**src/rtl/qsn_pkg.sv**
```systemverilog
// Shared definitions for the QSN cyclic shifter: direction encodings, lane slicing, shift range check.
// Latency: none, this package holds only constants and pure functions.
// Backpressure: not applicable.
package qsn_pkg;

  localparam logic QSN_LEFT  = 1'b0;
  localparam logic QSN_RIGHT = 1'b1;

  // Bit offset of a lane inside the flattened Z*MSG_W message bus.
  function automatic int lane_lsb(input int lane, input int msg_w);
    return lane * msg_w;
  endfunction

  // A shift of Z or more has no defined rotation and is flagged as an error.
  function automatic logic shift_oob(input int unsigned shift, input int unsigned z);
    return shift >= z;
  endfunction

endpackage

```
**src/rtl/qsn_rot_stage.sv**
```systemverilog
// One QSN mux stage: conditionally rotates all lanes by ROT in the beat's direction, then registers.
// Latency: 1 cycle; the register also carries valid, shift, dir and err alongside the data.
// Backpressure: loads only when adv is high, otherwise holds everything (bubbles included).
// Ports: sys_clk/rstn; adv enable; in_* beat from the previous stage; out_* registered beat.
module qsn_rot_stage
  import qsn_pkg::*;
#(
  parameter int Z       = 5,
  parameter int MSG_W   = 4,
  parameter int SHIFT_W = 3,
  parameter int K       = 0,
  parameter int ROT     = 1
) (
  input  logic                 sys_clk,
  input  logic                 rstn,
  input  logic                 adv,
  input  logic                 in_valid,
  input  logic [Z*MSG_W-1:0]   in_msg,
  input  logic [SHIFT_W-1:0]   in_shift,
  input  logic                 in_dir,
  input  logic                 in_err,
  output logic                 out_valid,
  output logic [Z*MSG_W-1:0]   out_msg,
  output logic [SHIFT_W-1:0]   out_shift,
  output logic                 out_dir,
  output logic                 out_err
);

  logic [Z*MSG_W-1:0] rot_left;
  logic [Z*MSG_W-1:0] rot_right;
  logic [Z*MSG_W-1:0] rot_msg;

  // Both rotations are fixed wiring; only the final select is real logic.
  for (genvar i = 0; i < Z; i++) begin : g_lane
    localparam int SRC_L = (i + ROT) % Z;
    localparam int SRC_R = (i + Z - ROT) % Z;
    assign rot_left[lane_lsb(i, MSG_W) +: MSG_W]  = in_msg[lane_lsb(SRC_L, MSG_W) +: MSG_W];
    assign rot_right[lane_lsb(i, MSG_W) +: MSG_W] = in_msg[lane_lsb(SRC_R, MSG_W) +: MSG_W];
  end

  always_comb begin
    rot_msg = in_msg;
    if (in_shift[K]) begin
      rot_msg = (in_dir == QSN_RIGHT) ? rot_right : rot_left;
    end
  end

  // Data is loaded even on bubbles; it is don't-care whenever valid is low.
  always_ff @(posedge sys_clk or negedge rstn) begin
    if (!rstn) begin
      out_valid <= 1'b0;
      out_msg   <= '0;
      out_shift <= '0;
      out_dir   <= QSN_LEFT;
      out_err   <= 1'b0;
    end else if (adv) begin
      out_valid <= in_valid;
      out_msg   <= rot_msg;
      out_shift <= in_shift;
      out_dir   <= in_dir;
      out_err   <= in_err;
    end
  end

endmodule

```
**src/rtl/qsn_cyclic_shift_pipe.sv**
```systemverilog
// Pipelined Z-lane cyclic shifter (left/right per beat) for QC-LDPC message routing.
// Latency: SHIFT_W cycles from acceptance to out_valid, one beat per cycle.
// Backpressure: global stall, in_ready = !out_valid || out_ready; all stages hold together when stalled.
// Ports: sys_clk/rstn; in_valid/in_ready/in_msg/in_shift/in_dir input beat; out_valid/out_ready/out_msg/out_err output beat.
module qsn_cyclic_shift_pipe
  import qsn_pkg::*;
#(
  parameter int Z       = 5,
  parameter int MSG_W   = 4,
  parameter int SHIFT_W = $clog2(Z)
) (
  input  logic                 sys_clk,
  input  logic                 rstn,
  input  logic                 in_valid,
  output logic                 in_ready,
  input  logic [Z*MSG_W-1:0]   in_msg,
  input  logic [SHIFT_W-1:0]   in_shift,
  input  logic                 in_dir,
  output logic                 out_valid,
  input  logic                 out_ready,
  output logic [Z*MSG_W-1:0]   out_msg,
  output logic                 out_err
);

  logic                              adv;
  logic                              in_err;
  logic [SHIFT_W-1:0]                shift_eff;

  // Element k is the input of stage k; element SHIFT_W is the pipe output.
  logic [SHIFT_W:0]                  valid_chain;
  logic [SHIFT_W:0]                  dir_chain;
  logic [SHIFT_W:0]                  err_chain;
  logic [SHIFT_W:0][Z*MSG_W-1:0]     msg_chain;
  logic [SHIFT_W:0][SHIFT_W-1:0]     shift_chain;
  logic                              unused_shift;

  assign adv      = !out_valid || out_ready;
  assign in_ready = adv;

  // Out-of-range shifts travel as zero so every stage passes the data straight through.
  assign in_err    = shift_oob(32'(in_shift), Z);
  assign shift_eff = in_err ? '0 : in_shift;

  assign valid_chain[0] = in_valid;
  assign msg_chain[0]   = in_msg;
  assign shift_chain[0] = shift_eff;
  assign dir_chain[0]   = in_dir;
  assign err_chain[0]   = in_err;

  for (genvar k = 0; k < SHIFT_W; k++) begin : g_stage
    localparam int ROT_K = (1 << k) % Z;
    qsn_rot_stage #(
      .Z       (Z),
      .MSG_W   (MSG_W),
      .SHIFT_W (SHIFT_W),
      .K       (k),
      .ROT     (ROT_K)
    ) u_stage (
      .sys_clk   (sys_clk),
      .rstn      (rstn),
      .adv       (adv),
      .in_valid  (valid_chain[k]),
      .in_msg    (msg_chain[k]),
      .in_shift  (shift_chain[k]),
      .in_dir    (dir_chain[k]),
      .in_err    (err_chain[k]),
      .out_valid (valid_chain[k+1]),
      .out_msg   (msg_chain[k+1]),
      .out_shift (shift_chain[k+1]),
      .out_dir   (dir_chain[k+1]),
      .out_err   (err_chain[k+1])
    );
  end

  assign out_valid = valid_chain[SHIFT_W];
  assign out_msg   = msg_chain[SHIFT_W];
  assign out_err   = err_chain[SHIFT_W];

  // The shift and direction have no consumer after the last stage.
  assign unused_shift = ^shift_chain[SHIFT_W] ^ dir_chain[SHIFT_W];

endmodule

```
**config.mk**
```make
export PLATFORM = sky130hd
export DESIGN_NAME = qsn_cyclic_shift_pipe
export DESIGN_NICKNAME = d
export VERILOG_FILES = /design/src/rtl/qsn_pkg.sv /design/src/rtl/qsn_rot_stage.sv /design/src/rtl/qsn_cyclic_shift_pipe.sv
export SDC_FILE = /design/constraint.sdc
export NUM_CORES = 1
export LEC_CHECK = 0
export BUFFER_PORTS_ARGS = -buffer_cell sky130_fd_sc_hd__buf_2
export CORE_MARGIN = 10
export CORE_UTILIZATION = 32
export DETAILED_ROUTE_END_ITERATION = 7
export HOLD_SLACK_MARGIN = 0.1
export MAX_ROUTING_LAYER = met4
export SYNTH_ARGS = -nofsm -noshare
export SYNTH_HDL_FRONTEND = slang
export SYNTH_HIERARCHICAL = 1
export SYNTH_SLANG_ARGS = --single-unit
```
**constraint.sdc**
```tcl
create_clock -name sys_clk -period 1.9 [get_ports sys_clk]
set_clock_uncertainty 0.05 [all_clocks]
set_input_delay 0.38 -clock sys_clk [delete_from_list [all_inputs] [get_ports sys_clk]]
set_output_delay 0.38 -clock sys_clk [all_outputs]
set_load 0.05 [all_outputs]
```
After elaboration in Yosys (flattened, before gate mapping)
Index checks and enable logic that the tools add are counted.
{ "word_totals": {"ff_bits": 74, "in_bits": 28, "out_inout_bits": 23, "word_cells": 23} }
{ "classes": {"n_lt_le_gt_ge": 1, "mux": 7, "n_reduce_logical": 2} }
{ "op_table": {"columns": ["operator", "count"], "rows": [
  ["$mux W20", 6],
  ["$ge A3 B3 Y1 const B", 1],
  ["$mux W3", 1],
  ["$logic_not A1 Y1", 1],
  ["$logic_or A1 B1 Y1", 1]
]} }

Longest topological paths before layout
Gate-level depths: netlist of the first run.
{ "depth": {"ltp_word": 3, "ltp_mapped": 5, "mapped_depth_nobuf": 3} }

Cells and area by module
The synthesis of the first run kept the hierarchy.
{ "by_module_without_submodules": {"columns": ["mod", "instances", "cells_each", "area_per_inst_um2", "seq_area_each_um2"], "rows": [
  ["qsn_rot_stage", 3, 126, 1589.0, 650.6],
  ["qsn_cyclic_shift_pipe", 1, 5, 43.8, 0.0]
]} }

Least setup slack after synthesis of the first run
No wires, ideal clock.
{ "synth_timing": {"path_kind": "register to register", "from": "register g_stage[2].u_stage.out_valid", "to": "register g_stage[0].u_stage.out_dir", "setup_time_ns": 0.125, "arrival_time_ns": 1.867, "required_time_ns": 1.725, "slack_ns": -0.142, "path_stages_with_launch": 5, "path_buffers": 2, "synth_period_minus_slack_ns": 2.042, "path_cell_list": "dfrtp_1 nand2b_1 buf_6 buf_8 mux2_4"} }
{ "synth_between": {"elab_chain_cells": 2} }
{ "synth_lines": {"columns": ["item", "line_no", "text"], "rows": [
  ["start, declared", "qsn_rot_stage.sv:22", "output logic out_valid,"],
  ["start signal, assigned", "qsn_rot_stage.sv:57", "out_valid <= in_valid;"],
  ["$logic_not A1 Y1", "qsn_cyclic_shift_pipe.sv:37", "assign adv = !out_valid || out_ready;"],
  ["$logic_or A1 B1 Y1", "qsn_cyclic_shift_pipe.sv:37", null],
  ["net in_ready", "qsn_cyclic_shift_pipe.sv:15", "output logic in_ready,"],
  ["end signal, assigned", "qsn_rot_stage.sv:60", "out_dir <= in_dir;"],
  ["end, declared", "qsn_rot_stage.sv:25", "output logic out_dir,"]
]} }
The timed path passes the listed nets, and every way through them passes these cells.
A chain may end at the register's enable or synchronous reset.

Final worst setup path of the first run
{ "layout_timing": {"from": "register g_stage[2].u_stage.out_valid", "to": "output port in_ready"} }
{ "layout_between": {"elab_chain_cells": 2} }
{ "layout_lines": {"columns": ["item", "line_no"], "rows": [
  ["$logic_not A1 Y1", "qsn_cyclic_shift_pipe.sv:37"],
  ["$logic_or A1 B1 Y1", "qsn_cyclic_shift_pipe.sv:37"],
  ["end, declared", "qsn_cyclic_shift_pipe.sv:15"]
]} }
No other way between the ends.

==> results of run 1 <==
## stage by stage
step                      hold WS, ns  cells  cell area, µm²   util
after floorplan                0.0344    366            4550      -
after global placement          0.197    575            4840  0.349
after detailed placement        0.199    575            4840  0.349
after CTS                       0.227    592            5140  0.371
after global routing            0.230    592            5140  0.371
final                           0.238    592            5140  0.371
## cell type report
type | instances | share of cell area
clock buffer | 12 | 0.0479
clock inverter | 4 | 0.00876
multi-input combinational | 259 | 0.472
sequential | 71 | 0.345
tap | 180 | 0.0438
timing repair buffer | 66 | 0.0822
## per-layer routing
| layer | wire (µm) | global-route usage | vias to the layer above |
|---|---|---|---|
| met5 | 0 | - | - |
| met4 | 48 | 0.0247 | 0 |
| met3 | 206 | 0.0201 | 5 |
| met2 | 3720 | 0.129 | 58 |
| met1 | 5310 | 0.155 | 1363 |
| li1 | - | - | 1425 |
## what timing repair did
item                                   4_1_cts  5_1_grt
setup buffers                                0        0
endpoints found under the hold margin        5        0
hold buffers                                 1        0
gates resized for setup                      0        0
## placed cells by master (no fill, tap or decap), drive strengths merged, types with 3 or more instances in the layout
cell	n
clkbuf	12
buf	65
mux2	11
mux2i	60
nand3b	60
o211ai	60
nand2	3
clkinv	3
dfrtp	71
nand2b	61
## power by group through the flow
stage	clock, mW	combinational [mW]	sequential, mW
floorplan	0	2.42	3.28
global placement	0	3.65	2.67
detailed placement	0	3.67	2.70
CTS	1.69	3.70	2.67
global route	1.76	3.96	2.77
finish	1.65	3.64	2.66
## worst max-delay path by stage
| stage | startpoint | to | slack, ns | cells past startpoint |
|---|---|---|---|---|
| 2_1_floorplan | g_stage[2].u_stage/out_valid$_DFFE_PN0P_ | g_stage[0].u_stage/out_dir$_DFFE_PN0P_ | 0.08 | 4 |
| 3_3_place_gp | out_ready | g_stage[0].u_stage/out_msg[8]$_DFFE_PN0P_ | 0.33 | 5 |
| 3_5_place_dp | out_ready | g_stage[0].u_stage/out_msg[5]$_DFFE_PN0P_ | 0.29 | 5 |
| 4_1_cts | g_stage[2].u_stage/out_valid$_DFFE_PN0P_ | in_ready | 0.09 | 2 |
| 5_1_grt | g_stage[2].u_stage/out_valid$_DFFE_PN0P_ | in_ready | 0.03 | 2 |
| 6_report | g_stage[2].u_stage/out_valid$_DFFE_PN0P_ | in_ready | 0.12 | 2 |
## worst max-delay path, stage by stage, from the launching register on
cell and delay [ns]:
sky130_fd_sc_hd__dfrtp_1 0.42, sky130_fd_sc_hd__nand2b_4 0.27, sky130_fd_sc_hd__buf_2 0.33
## flip-flops by register name, summed over array words and instances (netlist names)
signal	cells
g_stage.u_stage/out_dir	2
g_stage.u_stage/out_err	3
g_stage.u_stage/out_shift	3
g_stage.u_stage/out_msg	60
g_stage.u_stage/out_valid	3
==> impl_metrics.env, run 1 <==
export IMPL_antenna_found_initial=0
export IMPL_drive_gt1_frac=0.381
export IMPL_pre_cts_ws_ns=0.291
export IMPL_totalNegativeSetupSlack_ns=0
export IMPL_htree_num_levels=3
export IMPL_finalWorstPathRequiredPeriod_ns=1.78
export IMPL_initial_core_util=0.328
export IMPL_setup_repair_after_global_routing_missed_its_margin="false"
export IMPL_synth_area_um2=4550
export IMPL_grt_first_pass_wirelength_um=16400
export IMPL_max_freq_mhz=560
export IMPL_p_sw_frac=0.415
export IMPL_hold_end="g_stage[0].u_stage/out_valid$_DFFE_PN0P_"
export IMPL_internal_power_mw=4.64
export IMPL_endpoint_kind="primary output"
export IMPL_crit_path_max_fanout=21
export IMPL_via_count_of_the_first_global_routing_pass=3025
export IMPL_antenna_violating_nets_post_route=0
export IMPL_portBuffers=50
export IMPL_clkPwrFrac=0.207
export IMPL_critPathArrivalTime_ns=1.35
export IMPL_full_die_area_um2=19400
export IMPL_timing_final_setup_violations=0
export IMPL_grt_start_max_net_pins=48
export IMPL_pin_count=51
export IMPL_post_drt_wl_per_cell_um=15.7
export IMPL_critical_setup_path_class="flop to primary output"
export IMPL_routed_wl_um=9280
export IMPL_post_route_period_util=0.939
export IMPL_power_switching_mw=3.30
export IMPL_worst_r2r_path_depth=4
export IMPL_dieHeight_um=139
export IMPL_drc=0
export IMPL_tritoncts_num_sinks=71
export IMPL_multi_input_comb_area_um2=2430
export IMPL_fp_row_count=43
export IMPL_reg2reg_setup_slack_ns=0.38
export IMPL_dieWidth_um=139
export IMPL_timing_worst_slew_pin_value_ns=0.600
export IMPL_endpoint_required_time_on_the_critical_path_ns=1.47
export IMPL_dr_first_iter_drc_count=97
export IMPL_vias_per_cell=4.82
export IMPL_tritoncts="built"
export IMPL_diodes=0
export IMPL_nNetsFinal=435
export IMPL_detailed_place_hpwl_um=6870
export IMPL_r2r_end="g_stage[0].u_stage/out_msg[18]$_DFFE_PN0P_"
export IMPL_synthesis_nets=394
export IMPL_global_route_usage_total=0.101
export IMPL_final_max_slew_viol_count=0
export IMPL_fillCellCount=1400
export IMPL_maxCapViolations=0
export IMPL_outcome="finished, final reports clean"
export IMPL_ctsRootBufferMaster="sky130_fd_sc_hd__clkbuf_16"
export IMPL_worst_ir_drop_vdd_uv=482
export IMPL_timing_rr_start="g_stage[2].u_stage/out_valid$_DFFE_PN0P_"
export IMPL_hold_path_class="input pin to flop"
export IMPL_leakage_nw=2.37
export IMPL_place_congestion=0.774
export IMPL_clock_latency_ns=0.32
export IMPL_combinationalPowerShare=0.458
export IMPL_area_sequential_um2=1780
export IMPL_syn_inst=366
export IMPL_drt_pre_antenna_iters=4
export IMPL_avgSynthCellArea_um2=12.4
export IMPL_dr_total_vias=2851
export IMPL_floorplan_core_area_um2=13900
export IMPL_flow_area_growth_from_synthesis_pct=13.1
export IMPL_slew_limit_headroom=0.600
export IMPL_seqPwrFrac=0.335
export IMPL_min_delay_start="in_valid"
export IMPL_layout_setup_ws_ns=0.116
export IMPL_clkSlewWorstSetupHoldPaths_ns=0.05
export IMPL_post_layout_total_power_mw=7.94
export IMPL_tritoncts_num_buffers=9
export IMPL_cts_path_max_buffers=2
export IMPL_critical_path_startpoint_type="flop"
export IMPL_timing_hold_violations_final=0
export IMPL_overflow=0
export IMPL_power_density_nw_per_um2=1540
export IMPL_holdPathStages=2
export IMPL_synth_yosys_warnings=6
Note: power is estimated with default switching activity, not from simulation.
==> run 2, diff against run 1 <==
CORE_ASPECT_RATIO = 0.5   (was unset)
RECOVER_POWER = 100   (was unset)
SKIP_CTS_REPAIR_TIMING = 1   (was unset)
==> run 2 against run 1 <==
Net effect: non-clock buffer count grew 2; total power down 5.9%; wire length rose by 11%; critical endpoint unchanged.
==> impl_metrics.env, run 2 (synthesized netlist as in run 1, its figures left out) <==
export IMPL_dieWidth_um=189
export IMPL_critical_path_startpoint_type="flop"
export IMPL_slew_limit_headroom=0.326
export IMPL_timing_worst_slew_pin_value_ns=1.01
export IMPL_setup_repair_after_global_routing_missed_its_margin="false"
export IMPL_clkSlewWorstSetupHoldPaths_ns=0.06
export IMPL_nNetsFinal=438
export IMPL_finish_cell_count_without_fillers=610
export IMPL_final_max_slew_viol_count=0
export IMPL_endpoint_required_time_on_the_critical_path_ns=1.47
export IMPL_full_die_area_um2=19700
export IMPL_numPlacedInstances=589
export IMPL_regMostFlops="g_stage.u_stage/out_msg"
export IMPL_portBuffers=50
export IMPL_detailed_place_hpwl_um=7150
export IMPL_pin_count=51
export IMPL_post_drt_wl_per_cell_um=16.8
export IMPL_flow_area_growth_from_synthesis_pct=5.42
export IMPL_dr_first_iter_drc_count=216
export IMPL_drive_gt1_frac=0.176
export IMPL_post_route_period_util=0.927
export IMPL_timing_critical_path_from="g_stage[2].u_stage/out_valid$_DFFE_PN0P_"
export IMPL_floorplan_core_area_um2=13700
export IMPL_endpoint_kind="primary output"
export IMPL_worst_ir_drop_vdd_uv=465
export IMPL_crit_path_max_fanout=14
export IMPL_critPathArrivalTime_ns=1.33
export IMPL_worst_r2r_path_depth=3
export IMPL_htree_num_levels=3
export IMPL_reg2reg_setup_slack_ns=0.19
export IMPL_global_route_usage_total=0.108
export IMPL_layout_cells_most_common="sky130_fd_sc_hd__dfrtp_1"
export IMPL_power_density_nw_per_um2=1560
export IMPL_totalNegativeSetupSlack_ns=0
export IMPL_drc=0
export IMPL_hold_path_class="input pin to flop"
export IMPL_leakage_nw=2.02
export IMPL_finalWorstPathRequiredPeriod_ns=1.76
export IMPL_grt_first_pass_wirelength_um=16900
export IMPL_grt_start_max_net_pins=72
export IMPL_overflow=0
export IMPL_fillCellCount=1427
export IMPL_max_freq_mhz=568
export IMPL_crit_end="in_ready"
export IMPL_antenna_found_initial=3
export IMPL_drt_pre_antenna_iters=4
export IMPL_ctsRootBufferMaster="sky130_fd_sc_hd__clkbuf_16"
export IMPL_r2r_end="g_stage[1].u_stage/out_msg[14]$_DFFE_PN0P_"
export IMPL_routed_wl_um=10300
export IMPL_tritoncts="built"
export IMPL_antenna_violating_nets_post_route=0
export IMPL_fp_row_count=30
export IMPL_final_core_utilization=0.349
export IMPL_commonest_non_fill_non_tap_cells_in_the_layout="71 x sky130_fd_sc_hd__dfrtp_1, 61 x sky130_fd_sc_hd__nand2b_1, 60 x sky130_fd_sc_hd__mux2i_1, 60 x sky130_fd_sc_hd__nand3b_1, 54 x sky130_fd_sc_hd__o211ai_1"
export IMPL_dieHeight_um=104
export IMPL_place_congestion=0.785
export IMPL_largest_register_ff_count=60
export IMPL_initial_core_util=0.331
export IMPL_maxCapViolations=0
export IMPL_post_layout_total_power_mw=7.47
export IMPL_tritoncts_num_sinks=71
export IMPL_critical_setup_path_class="flop to primary output"
export IMPL_timing_final_setup_violations=0
export IMPL_via_count_of_the_first_global_routing_pass=2970
export IMPL_clock_latency_ns=0.34
export IMPL_timing_hold_violations_final=0
export IMPL_vias_per_cell=4.79
export IMPL_tritoncts_num_buffers=9
export IMPL_dr_total_vias=2919
export IMPL_cts_path_max_buffers=2
export IMPL_timing_rr_start="g_stage[2].u_stage/out_valid$_DFFE_PN0P_"
export IMPL_outcome="finished, final reports clean"
==> run 2: stage by stage <==
stage	setup WS, ns	hold slack [ns]	cell area, µm²
floorplan	0.0799	0.0344	4550
global placement	0.297	0.392	4860
detailed placement	0.282	0.392	4860
CTS	-0.00556	0.0296	5150
global route	0.0253	0.244	4800
finish	0.139	0.226	4800
==> run 2: area by class of cell <==
cell class / count / area, µm² / area share
Clock inverter: 6 / 61.3 / 0.0128
Timing Repair Buffer: 68 / 367 / 0.0764
Clock buffer: 10 / 229 / 0.0477
Sequential cell: 71 / 1780 / 0.370
Antenna cell: 3 / 7.51 / 0.00157
Multi-Input combinational cell: 260 / 2110 / 0.441
Tap cell: 192 / 240 / 0.0501
==> run 2: critical path: stages (launching register included) <==
cell	delay [ns]
sky130_fd_sc_hd__dfrtp_1	0.45
sky130_fd_sc_hd__nand2b_4	0.22
sky130_fd_sc_hd__clkbuf_2	0.32
==> run 2: where the power goes <==
part / switching, mW / total (mW) / internal [mW]
clock network: 0.631 / 1.64 / 1.01
registers: 0.611 / 2.73 / 2.12
logic: 1.93 / 3.10 / 1.17
total: 3.17 / 7.47 / 4.30
==> run 2: how the worst min path moves through the flow <==
stage | start | end | slack (ns) | cells after the start
2_1_floorplan | rstn | g_stage[0].u_stage/out_dir$_DFFE_PN0P_ | 0.03 | 0
3_3_place_gp | rstn | g_stage[0].u_stage/out_msg[0]$_DFFE_PN0P_ | 0.39 | 2
3_5_place_dp | rstn | g_stage[0].u_stage/out_msg[0]$_DFFE_PN0P_ | 0.39 | 2
4_1_cts | rstn | g_stage[0].u_stage/out_msg[0]$_DFFE_PN0P_ | 0.03 | 2
5_1_grt | in_valid | g_stage[0].u_stage/out_valid$_DFFE_PN0P_ | 0.24 | 2
6_report | in_valid | g_stage[0].u_stage/out_valid$_DFFE_PN0P_ | 0.23 | 2
==> run 2: layer usage <==
layer | global-route usage | part of all wire
met5 | - | 0
met4 | 0.0270 | 0.0070
met3 | 0.0418 | 0.058
met2 | 0.129 | 0.38
met1 | 0.160 | 0.56
